--- src/rtl/window_seq_pkg.sv ---
// Shared types and helpers for the 3x3 window frame sequencer.
package window_seq_pkg;

  typedef enum logic [1:0] {
    IDLE  = 2'd0,
    CLEAR = 2'd1,
    RUN   = 2'd2,
    DONE  = 2'd3
  } state_t;

  localparam int unsigned DEF_IMG_W   = 640;
  localparam int unsigned DEF_IMG_H   = 480;
  localparam int unsigned DEF_CLR_CYC = 2;

  // Width of a timer that counts 0 .. cycles-1 (never narrower than 1 bit).
  function automatic int unsigned timer_w(input int unsigned cycles);
    return (cycles <= 2) ? 1 : $clog2(cycles);
  endfunction

endpackage

--- src/rtl/window_seq_ctrl_px_counter.sv ---
// Pixel column/row counter with synchronous clear, line wrap and last-pixel flag.
module px_counter #(
  parameter  int unsigned IMG_W = 640,
  parameter  int unsigned IMG_H = 480,
  localparam int unsigned CW    = $clog2(IMG_W),
  localparam int unsigned RW    = $clog2(IMG_H)
) (
  input  logic          clk,
  input  logic          rst,
  input  logic          clr,
  input  logic          inc,
  output logic [CW-1:0] col,
  output logic [RW-1:0] row,
  output logic          last_pix
);

  logic col_last;
  logic row_last;

  assign col_last = (col == CW'(IMG_W - 1));
  assign row_last = (row == RW'(IMG_H - 1));
  assign last_pix = col_last & row_last;

  // NOTE: sequential state uses non-blocking assignments so every register
  // samples pre-edge values regardless of block ordering.
  always_ff @(posedge clk or posedge rst) begin
    if (rst) begin
      col <= '0;
      row <= '0;
    end else if (clr) begin
      col <= '0;
      row <= '0;
    end else if (inc) begin
      if (col_last) begin
        col <= '0;
        row <= row_last ? '0 : row + RW'(1);
      end else begin
        col <= col + CW'(1);
      end
    end
  end

endmodule

--- src/rtl/window_seq_ctrl.sv ---
// Frame sequencer for the 3x3 line-buffer window: clears the buffer, gates its
// shift enable and flags cycles where the matrix holds a full in-frame window.
module window_seq_ctrl
  import window_seq_pkg::*;
#(
  parameter  int unsigned IMG_W   = DEF_IMG_W,
  parameter  int unsigned IMG_H   = DEF_IMG_H,
  parameter  int unsigned CLR_CYC = DEF_CLR_CYC,
  localparam int unsigned CW      = $clog2(IMG_W),
  localparam int unsigned RW      = $clog2(IMG_H)
) (
  input  logic          clk,
  input  logic          rst,
  input  logic          frame_start,
  input  logic          pix_vld,
  output logic          buf_aclr,
  output logic          buf_ien,
  output logic          win_vld,
  output logic [CW-1:0] win_col,
  output logic [RW-1:0] win_row,
  output logic          frame_done,
  output logic          busy,
  output logic          drop_err
);

  localparam int unsigned TW = timer_w(CLR_CYC);

  state_t          state;
  state_t          state_nxt;
  logic [TW-1:0]   clr_cnt;
  logic            clr_end;
  logic            accept;
  logic            win_ok;
  logic [CW-1:0]   col;
  logic [RW-1:0]   row;
  logic            last_pix;

  // frame_start wins over a same-cycle pixel: the pixel is not shifted in.
  assign accept  = pix_vld & (state == RUN) & ~frame_start;
  assign buf_ien = accept;
  assign clr_end = (clr_cnt == TW'(CLR_CYC - 1));
  assign win_ok  = (col >= CW'(2)) && (row >= RW'(2));

  px_counter #(
    .IMG_W (IMG_W),
    .IMG_H (IMG_H)
  ) u_px_counter (
    .clk      (clk),
    .rst      (rst),
    .clr      (frame_start),
    .inc      (accept),
    .col      (col),
    .row      (row),
    .last_pix (last_pix)
  );

  always_ff @(posedge clk or posedge rst) begin
    if (rst) state <= IDLE;
    else     state <= state_nxt;
  end

  // NOTE: every always_comb output gets a default first so no path leaves it
  // unassigned and no latch is inferred.
  always_comb begin
    state_nxt = state;
    buf_aclr  = 1'b0;
    busy      = 1'b1;
    unique case (state)
      IDLE:  busy = 1'b0;
      CLEAR: begin
        buf_aclr = 1'b1;
        if (clr_end) state_nxt = RUN;
      end
      RUN:   if (accept && last_pix) state_nxt = DONE;
      DONE:  state_nxt = IDLE;
    endcase
    if (frame_start) state_nxt = CLEAR;
  end

  always_ff @(posedge clk or posedge rst) begin
    if (rst) begin
      clr_cnt <= '0;
    end else if (frame_start || state != CLEAR) begin
      clr_cnt <= '0;
    end else if (!clr_end) begin
      clr_cnt <= clr_cnt + TW'(1);
    end
  end

  // The matrix registers update one clock after ien, so the window flag and
  // its centre coordinates trail the accepted pixel by exactly one cycle.
  always_ff @(posedge clk or posedge rst) begin
    if (rst) begin
      win_vld    <= 1'b0;
      win_col    <= '0;
      win_row    <= '0;
      frame_done <= 1'b0;
    end else begin
      win_vld    <= accept & win_ok;
      frame_done <= accept & last_pix;
      if (accept && win_ok) begin
        win_col <= col - CW'(1);
        win_row <= row - RW'(1);
      end
    end
  end

  always_ff @(posedge clk or posedge rst) begin
    if (rst) begin
      drop_err <= 1'b0;
    end else if (frame_start) begin
      drop_err <= 1'b0;
    end else if (pix_vld && state != RUN) begin
      drop_err <= 1'b1;
    end
  end

endmodule
--- config.mk ---
export PLATFORM = sky130hd
export DESIGN_NAME = window_seq_ctrl
export DESIGN_NICKNAME = d
export VERILOG_FILES = /design/src/rtl/window_seq_pkg.sv /design/src/rtl/window_seq_ctrl_px_counter.sv /design/src/rtl/window_seq_ctrl.sv
export SDC_FILE = /design/constraint.sdc
export NUM_CORES = 1
export LEC_CHECK = 0
export CORE_MARGIN = 2
export CORE_UTILIZATION = 30
export DETAILED_ROUTE_END_ITERATION = 6
export GPL_TIMING_DRIVEN = 0
export HOLD_SLACK_MARGIN = 0.06
export PLACE_DENSITY = 0.6
export SLEW_MARGIN = 20
export SYNTH_ARGS = -nofsm -noshare
export SYNTH_HDL_FRONTEND = slang
export SYNTH_HIERARCHICAL = 1
export SYNTH_SLANG_ARGS = --single-unit
--- constraint.sdc ---
create_clock -name clk -period 1.9 [get_ports clk]
set_clock_uncertainty 0.15 [all_clocks]
set_input_delay 0.38 -clock clk [delete_from_list [all_inputs] [get_ports clk]]
set_output_delay 0.38 -clock clk [all_outputs]
set_load 0.02 [all_outputs]
==> summary.txt, run 1 <==
Run status
  – Outcome: complete, but fails checks
  – Violated checks: negative setup slack

Yosys
  – Cell taking the most area after synthesis: dfrtp_1
  – Mapped Avg Cell Area: 10.7 µm²
  – Count leader, synth: dfrtp_1
  – Syn. warnings: 6
  – FFs w/ async S/R, synth: 1.00
  – Area share of the largest cell type after synthesis: 0.466
  – Post-synthesis net count: 231
  – Post-synthesis sequential area ratio: 0.466
  – Post-synthesis instance area: 2360 µm²
  – Post-synthesis cell count: 221
  – Largest cells by area after synthesis: dfrtp_1 47%, mux2_2 8.1%, xor2_1 4.1%, xnor2_1 3.3%, ha_1 3.2%
  – Main flop type after synthesis: dfrtp_1
  – EDFF count, synth: 0
  – Yosys reg bits: 44
  – Commonest cells post-synth: 44 x dfrtp_1, 17 x mux2_2, 15 x nand2_1, 15 x nor2_1, 13 x a21oi_1
  – Library cells used by synthesis: 48

GRT
  – Grt ovf: 0
  – Largest net degree at the start of global routing: 26
  – Vias in the first global route: 1,830
  – Total track usage: 0.126
  – First-pass GRT wire length: 8580 µm
  – Initial antenna violation count: 0

Layout
  – Multi-input gate area: 1270 µm²
  – NumNets Final: 291
  – Antenna Cells: 0
  – FF+latch area: 1110 µm²
  – Final std cells w/o fill: 384
  – # fillers: 737
  – Area Growth Syn to Fin: 36.6%
  – Share of cells above drive strength 1: 0.333

Routing
  – Initial DRC Count: 169
  – Vias: 1,876
  – DR top layer: met4
  – Routed wl met3: 131 µm
  – Vias per cell: 4.89
  – Final WL: 5160 µm
  – # DRC: 0
  – WL/cell: 13.4 µm
  – Post-DRT Antenna Nets: 0
  – Wl on met1: 2350 µm
  – Routed met2 length: 2590 µm
  – First drt pass iteration count: 4

Clock tree
  – Clock buffer depth: 2
  – Clock sink total: 44
  – H-tree depth: 2
  – Root Buffer: clkbuf_8
  – Number of buffers created by CTS: 5
  – Clock insertion delay at the later pin of the skew report: 0.30 ns
  – Clock slew at reported path FFs: 0.08 ns
  – CTS tree: built
  – Hold Buf Count CTS: 0

Timing
  – RSZ-0062 raised after global routing: yes
  – Worst slew pin tran: 0.915 ns
  – Final period util: 1.05
  – Fin crit period: 2.00 ns
  – Final setup viols: 9
  – Final worst setup slack: -0.101 ns
  – FMAX: 500 MHz
  – Endpoints failing hold: 0
  – Max-slew headroom: 0.389
  – Max-slew violations: 0

Critical path
  – Crit-path cells: nand2b_4, nor3b_4, buf_6, buf_8, and3_4, nand4_1, or3b_1, a21oi_1
  – Critical path startpoint category: register
  – Crit path largest cell delay: 0.38 ns
  – CP bufs+invs: 2
  – CP delay by family, top: simple AND/OR/NAND/NOR gates
  – Cell at the slowest stage of the critical path: dfrtp_1
  – CP arrival: 2.07 ns
  – Worst EP required: 1.97 ns
  – Critical Path End Type: register
  – Worst-path fanout max: 3
  – CP Class: register to register

Die
  – Initial Util: 0.307
  – Die width: 92.8 µm
  – Die area: 8600 µm²
  – Top Ports: 29
  – Core Area: 7690 µm²
  – # rows: 32
  – Die height: 92.8 µm

Worst hold path
  – Worst min-delay path class: primary input to register

Power and ir drop
  – Leakage: 1.49 nW
  – Pwr/cell area: 545 nW/µm²
  – Peak VDD IR: 0.235 mV
  – Total power: 0.00176 W

Placement
  – Post-Place Cells: 351
  – GP Congestion: 0.857
  – Dpl hpwl: 3320 µm
  – Buffers added on ports: 28

Job
  – Max-cap violations: 0
==> layout by cell type, fill, tap and decap left out, types with 4 or more instances in the layout <==
master / Yosys / final
dfrtp_2: 0 / 7
inv_1: 11 / 9
xor2_1: 11 / 11
nor2_1: 15 / 15
nand3b_1: 4 / 4
buf_4: 1 / 19
xnor2_1: 9 / 9
nand2_1: 15 / 13
mux2_2: 17 / 17
a21oi_1: 13 / 10
buf_6: 3 / 8
clkbuf_8: 0 / 5
nand3_1: 11 / 11
dfrtp_1: 44 / 37
nor3_1: 5 / 4
clkdlybuf4s50_1: 0 / 23
==> final timing paths <==
path,startpoint,to,slack [ns],depth (start not counted)
max,state[0],u_px_counter/col[7],-0.10,8
min,pix_vld,drop_err,0.22,3
max reg2reg,state[0],u_px_counter/col[7],-0.10,8
min reg2reg,win_row[8],win_row[8],0.36,1
max in group asynchronous,rst,drop_err,0.57,2
min in group asynchronous,rst,u_px_counter/col[3],0.40,2
==> worst register-to-register path, cell delays in order (launching register included) <==
cell,delay (ns)
dfrtp_1,0.38
nand2b_4,0.15
nor3b_4,0.19
buf_6,0.14
buf_8,0.10
and3_4,0.18
nand4_1,0.13
or3b_1,0.38
a21oi_1,0.13
==> through the flow <==
| step | util | instance area (µm²) | worst slack [ns] | hold WS, ns | setup TNS [ns] |
|---|---|---|---|---|---|
| 5_1_grt | 0.420 | 3230 | -0.174 | 0.256 | -1.70 |
| 3_5_place_dp | 0.363 | 2790 | -0.854 | 0.343 | -21.49 |
| 4_1_cts | 0.405 | 3120 | -0.133 | 0.363 | -0.317 |
| 3_3_place_gp | 0.363 | 2790 | -0.883 | 0.328 | -22.85 |
| 6_report | 0.420 | 3230 | -0.101 | 0.219 | -0.572 |
| 2_1_floorplan | - | 2380 | -0.154 | 0.181 | -0.418 |
==> cell families (layout without fill, tap and decap cells) <==
group	after synthesis	after routing	share of synthesized area
multiplexers	19	19	0.0895
buffers and inverters	18	79	0.0402
flip-flops	44	44	0.466
adder cells (fa/ha/maj)	6	6	0.0318
XOR/XNOR	20	20	0.0741
AND/OR/NAND/NOR	86	86	0.228
AO/OA/AOI/OAI	28	28	0.0709
==> layout make-up <==
type / count / area share
timing repair buffer: 53 / 0.155
clock buffer: 6 / 0.0225
inverter: 11 / 0.0128
buffer: 7 / 0.0221
clock inverter: 2 / 0.0108
sequential: 44 / 0.344
tap: 102 / 0.0395
multi-input combinational: 159 / 0.394
==> what timing repair did <==
action                     4_1_cts  5_1_grt
gates cloned                     0        0
setup endpoints to repair       42       35
gates resized for setup         19       27
setup buffers                   22        3
pin swaps                       10        6
==> sequential cells by signal, summed over array words and instances (netlist names) <==
| register | cells |
|---|---|
| win_row | 9 |
| clr_cnt | 1 |
| u_px_counter/col | 10 |
| win_col | 10 |
| state | 2 |
| u_px_counter/row | 9 |
| frame_done | 1 |
| drop_err | 1 |
| win_vld | 1 |
==> where the power goes <==
part	total, W	switching (W)	internal, W	leakage [nW]
registers	0.000951	0.00000627	0.000944	0.586
clock network	0.000711	0.000320	0.000390	0.0552
logic	0.0000979	0.0000605	0.0000374	0.846
total	0.00176	0.000387	0.00137	1.49
==> metal layers <==
layer,vias to the layer above,GRT usage
li1,906,-
met1,936,0.155
met2,25,0.214
met3,9,0.0269
met4,0,0.0515
met5,-,0
No activity file was read; power rests on OpenSTA's default activity.
==> inputs of run 2 (changes only) <==
- PLACE_DENSITY: 0.6 -> 0.58
- clock period: 1.9 -> 2.51 ns (I/O delays scaled with it)
==> summary.txt, run 2 (synthesis results as in run 1) <==
Power and ir drop
  – Total power: 0.00121 W
  – Peak VDD IR: 0.173 mV
  – Pwr/cell area: 425 nW/µm²
  – Leakage: 1.32 nW

Clock tree
  – CTS tree: built
  – Root Buffer: clkbuf_8
  – Clock sink total: 44
  – Hold Buf Count CTS: 0
  – Clock insertion delay at the later pin of the skew report: 0.30 ns
  – H-tree depth: 2
  – Clock slew at reported path FFs: 0.08 ns
  – Number of buffers created by CTS: 5
  – Clock buffer depth: 2

Die
  – Die width: 92.8 µm
  – Top Ports: 29
  – # rows: 32
  – Die area: 8600 µm²
  – Initial Util: 0.307
  – Core Area: 7690 µm²
  – Die height: 92.8 µm

Layout
  – Commonest cells after routing, fill and taps aside: 44 x dfrtp_1, 26 x clkdlybuf4s50_1, 17 x mux2_2, 15 x nor2_1, 15 x nand2_1
  – Share of cells above drive strength 1: 0.156
  – NumNets Final: 267
  – Final std cells w/o fill: 359
  – FF+latch area: 1100 µm²
  – Multi-input gate area: 1170 µm²
  – # fillers: 786
  – Area Growth Syn to Fin: 20.8%
  – Antenna Cells: 0
  – Most common cell after layout, fill and taps aside: dfrtp_1
  – Layout Utilization: 0.371
  – Regs by FF count: u_px_counter/col x10, win_col x10

GRT
  – Initial antenna violation count: 0
  – Vias in the first global route: 1,785
  – Total track usage: 0.126
  – Largest net degree at the start of global routing: 26
  – First-pass GRT wire length: 8570 µm
  – Grt ovf: 0

Worst hold path
  – Hold endpoint: win_row[8]
  – Worst min-delay path class: register to register
  – Hold depth: 1
  – Min-delay src: win_row[8]

Placement
  – Buffers added on ports: 28
  – Post-Place Cells: 351
  – GP Congestion: 0.870
  – Dpl hpwl: 3400 µm

Critical path
  – Worst path most repeated cell: buf_4
  – Crit-path cells: clkdlybuf4s50_1, nor3b_4, buf_4, buf_4, and3_1, nand4_1, or3b_1, a21oi_1
  – Critical Path End Type: register
  – Worst EP required: 2.58 ns
  – Cell at the slowest stage of the critical path: clkdlybuf4s50_1
  – RR Endpoint: u_px_counter/col[7]
  – Worst-path fanout max: 10
  – Critical path startpoint category: primary input
  – Crit path largest cell delay: 0.48 ns
  – Worst r2r path cells: 8
  – CP Class: primary input to register
  – R2r setup slk: 0.36 ns
  – CP arrival: 2.36 ns
  – RR Startpoint: state[0]

Timing
  – FMAX: 437 MHz
  – RSZ-0062 raised after global routing: no
  – Max-slew violations: 0
  – Final period util: 0.913
  – Endpoints failing hold: 0
  – Fin crit period: 2.29 ns
  – Worst slew pin tran: 0.950 ns
  – Final setup viols: 0
  – Max-slew headroom: 0.366

Job
  – Max-cap violations: 0

Routing
  – # DRC: 0
  – WL/cell: 13.3 µm
  – First drt pass iteration count: 4
  – Post-DRT Antenna Nets: 0
  – Vias per cell: 4.91
  – Initial DRC Count: 132
  – Final WL: 4770 µm
  – Vias: 1,764

Run status
  – Outcome: finished clean
-- run 2: cell count changes in the layout (fill, tap and decap cells not counted), sizes merged --
cell           delta
clkbuf            -2
dlymetal6s2s      -1
buf              -25
bufinv            -1
dlygate4sd2       +1
clkdlybuf4s50     +3
-- run 2: stage by stage --
step / setup TNS, ns / area [µm²] / hold WS, ns / setup WS, ns
finish: 0 / 2850 / 0.356 / 0.219
global route: 0 / 2850 / 0.388 / 0.0529
CTS: 0 / 2850 / 0.361 / 0.188
detailed placement: -4.00 / 2770 / 0.342 / -0.444
global placement: -3.99 / 2770 / 0.328 / -0.446
floorplan: 0 / 2360 / 0.303 / 0.403
-- run 2: worst max-delay path: cells and delay by family --
family	cells	cell delay, ns
buf+inv	3	0.82
compound gates	1	0.15
simple gates	4	0.88
-- run 2: metal layers --
| metal | GRT usage | up-vias | routed length (µm) |
|---|---|---|---|
| met5 | 0 | - | 0 |
| met4 | 0.0515 | 0 | 91 |
| met3 | 0.0244 | 7 | 142 |
| met2 | 0.202 | 31 | 2250 |
| met1 | 0.165 | 870 | 2290 |
| li1 | - | 856 | - |
-- run 2: worst max path at each step --
stage                            from                   to  slack (ns)  depth (start not counted)
after floorplan              state[0]  u_px_counter/row[7]        0.40                          7
after global placement    frame_start              buf_ien       -0.45                          3
after detailed placement  frame_start              buf_ien       -0.44                          3
after CTS                     pix_vld  u_px_counter/row[7]        0.19                          8
after global routing          pix_vld  u_px_counter/row[7]        0.05                          8
final                         pix_vld  u_px_counter/col[7]        0.22                          8
-- run 2: final cells by class --
class / count / area share
Buffer: 7 / 0.0189
Clock buffer: 6 / 0.0254
Clock inverter: 1 / 0.00175
Inverter: 11 / 0.0145
Multi-Input combinational cell: 159 / 0.409
Sequential cell: 44 / 0.386
Tap cell: 102 / 0.0447
Timing Repair Buffer: 29 / 0.100
-- run 2: power by group --
part / switching [W] / internal [W]
Combinational: 0.0000444 / 0.0000270
Clock: 0.000231 / 0.000189
Sequential: 0.00000552 / 0.000715
Total: 0.000281 / 0.000931
-- run 2: repair_timing --
item / CTS / global route
setup buffers: 1 / 0
endpoints found under the hold margin: 0 / 0
endpoints found under the setup margin: 6 / 0
gates resized for setup: 2 / 0
==> patch (flow settings as in run 2) <==
The 4 states of `state_t` get a one-hot encoding in 4 bits.
--- a/src/rtl/window_seq_pkg.sv
+++ b/src/rtl/window_seq_pkg.sv
@@ -1,11 +1,11 @@
 // Shared types and helpers for the 3x3 window frame sequencer.
 package window_seq_pkg;
 
-  typedef enum logic [1:0] {
-    IDLE  = 2'd0,
-    CLEAR = 2'd1,
-    RUN   = 2'd2,
-    DONE  = 2'd3
+  typedef enum logic [3:0] {
+    IDLE  = 4'b0001,
+    CLEAR = 4'b0010,
+    RUN   = 4'b0100,
+    DONE  = 4'b1000
   } state_t;
 
   localparam int unsigned DEF_IMG_W   = 640;
Formal check against the unedited RTL: no difference found for any inputs over 10 cycles, from zero or initial values and one cycle with rst high; not proved beyond that.
==> patch against run 2 <==
Clock power increased by 5.7%. Synthesized area increased by 6.2%. Total power increased by 5.1%. Wire length increased by 6.7%. Core utilization increased by 0.77 points. Cell area increased by 8.5%. Sequential cell count increased by 2. Worst setup slack got worse by 0.21 ns. Hold slack improved by 0.0022 ns.
==> patch: results (changes against run 2) <==
Parameter                              Value

Routing
  Number of vias per cell ... 4.87 (was 4.91)
  Number of DRC violations after detailed-routing iteration 0 ... 149 (was 132)
  Mean routed wirelength per cell ... 13.4 um (was 13.3 um)

Place
  Cells after DPL ... 364 (was 351)
  Post-Place Cell Area ... 2930 um^2 (was 2770 um^2)
  Dpl hpwl ... 3570 um (was 3400 um)
  Placer's final routability congestion estimate ... 0.796 (was 0.870)

Critical path
  Slowest Stage Delay on Critical Path ... 0.56 ns (was 0.48 ns)
  Crit path required time ... 1.86 ns (was 2.58 ns)
  Maximum fanout along the worst path ... 6 (was 10)
  Worst R2R Setup Slack ... 0.006 ns (was 0.36 ns)
  Source of the worst register-to-register timing path ... state[3] (was state[0])
  Category of the worst setup path capture point ... primary output (was flop)
  Origin of the worst setup path ... state[3] (was pix_vld)

Power and ir drop
  Static leakage power ... 1.45 nW (was 1.32 nW)
  Peak VDD IR ... 0.183 mV (was 0.173 mV)

Timing
  Worst hold slack across all endpoints ... 0.358 ns (was 0.356 ns)

Synth
  Cell types with the highest counts after synthesis ... 45 x sky130_fd_sc_hd__dfrtp_1, 18 x sky130_fd_sc_hd__nand2_1, 17 x sky130_fd_sc_hd__mux2_4, 15 x sky130_fd_sc_hd__nor2_1, 14 x sky130_fd_sc_hd__xor2_1 (was 44 x sky130_fd_sc_hd__dfrtp_1, 17 x sky130_fd_sc_hd__mux2_2, 15 x sky130_fd_sc_hd__nand2_1, 15 x sky130_fd_sc_hd__nor2_1, 13 x sky130_fd_sc_hd__a21oi_1)
  Distinct cells, synth ... 49 (was 48)
  Count of warnings emitted by yosys ... 6 (unchanged)
  Synth Instances ... 231 (was 221)
  Sequential area share after synthesis ... 45.9% (was 46.6%)
  Synthesized netlist net count ... 241 (was 231)
  Cells taking the most area after synthesis ... sky130_fd_sc_hd__dfrtp_1 45%, sky130_fd_sc_hd__mux2_4 10%, sky130_fd_sc_hd__xor2_1 4.9% (was sky130_fd_sc_hd__dfrtp_1 47%, sky130_fd_sc_hd__mux2_2 8.1%, sky130_fd_sc_hd__xor2_1 4.1%)

Final layout
  Largest registers in the final layout ... u_px_counter/col x10, win_col x10 (unchanged)
  Post-layout nets ... 283 (was 267)
  Final standard cell count with taps included and fillers excluded ... 379 (was 359)
  Proportion of layout cells with a drive suffix above 1 ... 18.2% (was 15.6%)

Global route
  Maximum number of pins on one net before global-route repair ... 28 (was 26)
  Number of global-route vias before repair ... 1776 (was 1785)
  Global routing usage summed across all routing layers ... 11.8% (was 12.6%)
  Global-route wire length before repair ... 8460 um (was 8570 um)

Worst hold path
  Hold Path Sink ... drop_err (was win_row[8])
  Number of cells traversed by the worst hold path ... 2 (was 1)
  Kind of path behind the tightest hold check ... flop to flop (unchanged)
  Worst min-delay path startpoint ... drop_err (was win_row[8])

Status
  Run status ... finished, final reports clean (unchanged)

Clock tree
  Post-CTS Repair Setup Buffers ... 3 (was 1)
  Number of gates resized after cts ... 1 (was 2)
patch: worst max-delay path by stage:
stage | to | slack [ns]
final | buf_ien | 0.006
after global routing | buf_ien | -0.07
after CTS | u_px_counter/row[7] | 0.007
after detailed placement | buf_ien | -0.38
after global placement | buf_ien | -0.38
after floorplan | u_px_counter/row[7] | 0.001
patch: metal layers:
metal	vias to the layer above	track usage, %	wire length (um)	share of wire (%)
li1	912	-	-	-
met1	895	15.9	2520	49
met2	34	18.6	2330	46
met3	6	2.37	172	3.4
met4	0	4.29	70	1.4
met5	-	0	0	0
patch: area by class of cell:
class	instances	area [um^2]
well taps	105	131
inverters	11	41.3
clock inverters	2	13.8
multi-input cells	167	1290
fillers	814	5080
repair buffers	35	335
flip-flops and latches	46	1150
clock buffers	6	72.6
plain buffers	7	63.8
patch: through the flow:
step           setup WS [ns]  utilization (%)  setup TNS [ns]
2_1_floorplan        0.00132                -               0
3_3_place_gp          -0.384             35.8           -2.24
3_5_place_dp          -0.379             35.8           -2.43
4_1_cts              0.00746             37.1               0
5_1_grt              -0.0682             37.9          -0.189
6_report             0.00623             37.9               0
patch: logic make-up (layout without fill, tap and decap cells):
kind of cell / after synthesis / after routing / share of synthesized area (%)
multiplexers: 19 / 19 / 11.0
buffers and inverters: 18 / 61 / 3.79
AO/OA/AOI/OAI: 30 / 30 / 7.18
flip-flops: 46 / 46 / 45.9
XOR/XNOR: 21 / 21 / 7.33
adder cells (fa/ha/maj): 6 / 6 / 2.99
AND/OR/NAND/NOR: 91 / 91 / 21.8
patch: power breakdown:
| group | internal [mW] | total (mW) | switching [mW] |
|---|---|---|---|
| Combinational | 0.0288 | 0.0750 | 0.0461 |
| Clock | 0.197 | 0.445 | 0.248 |
| Sequential | 0.748 | 0.755 | 0.00690 |
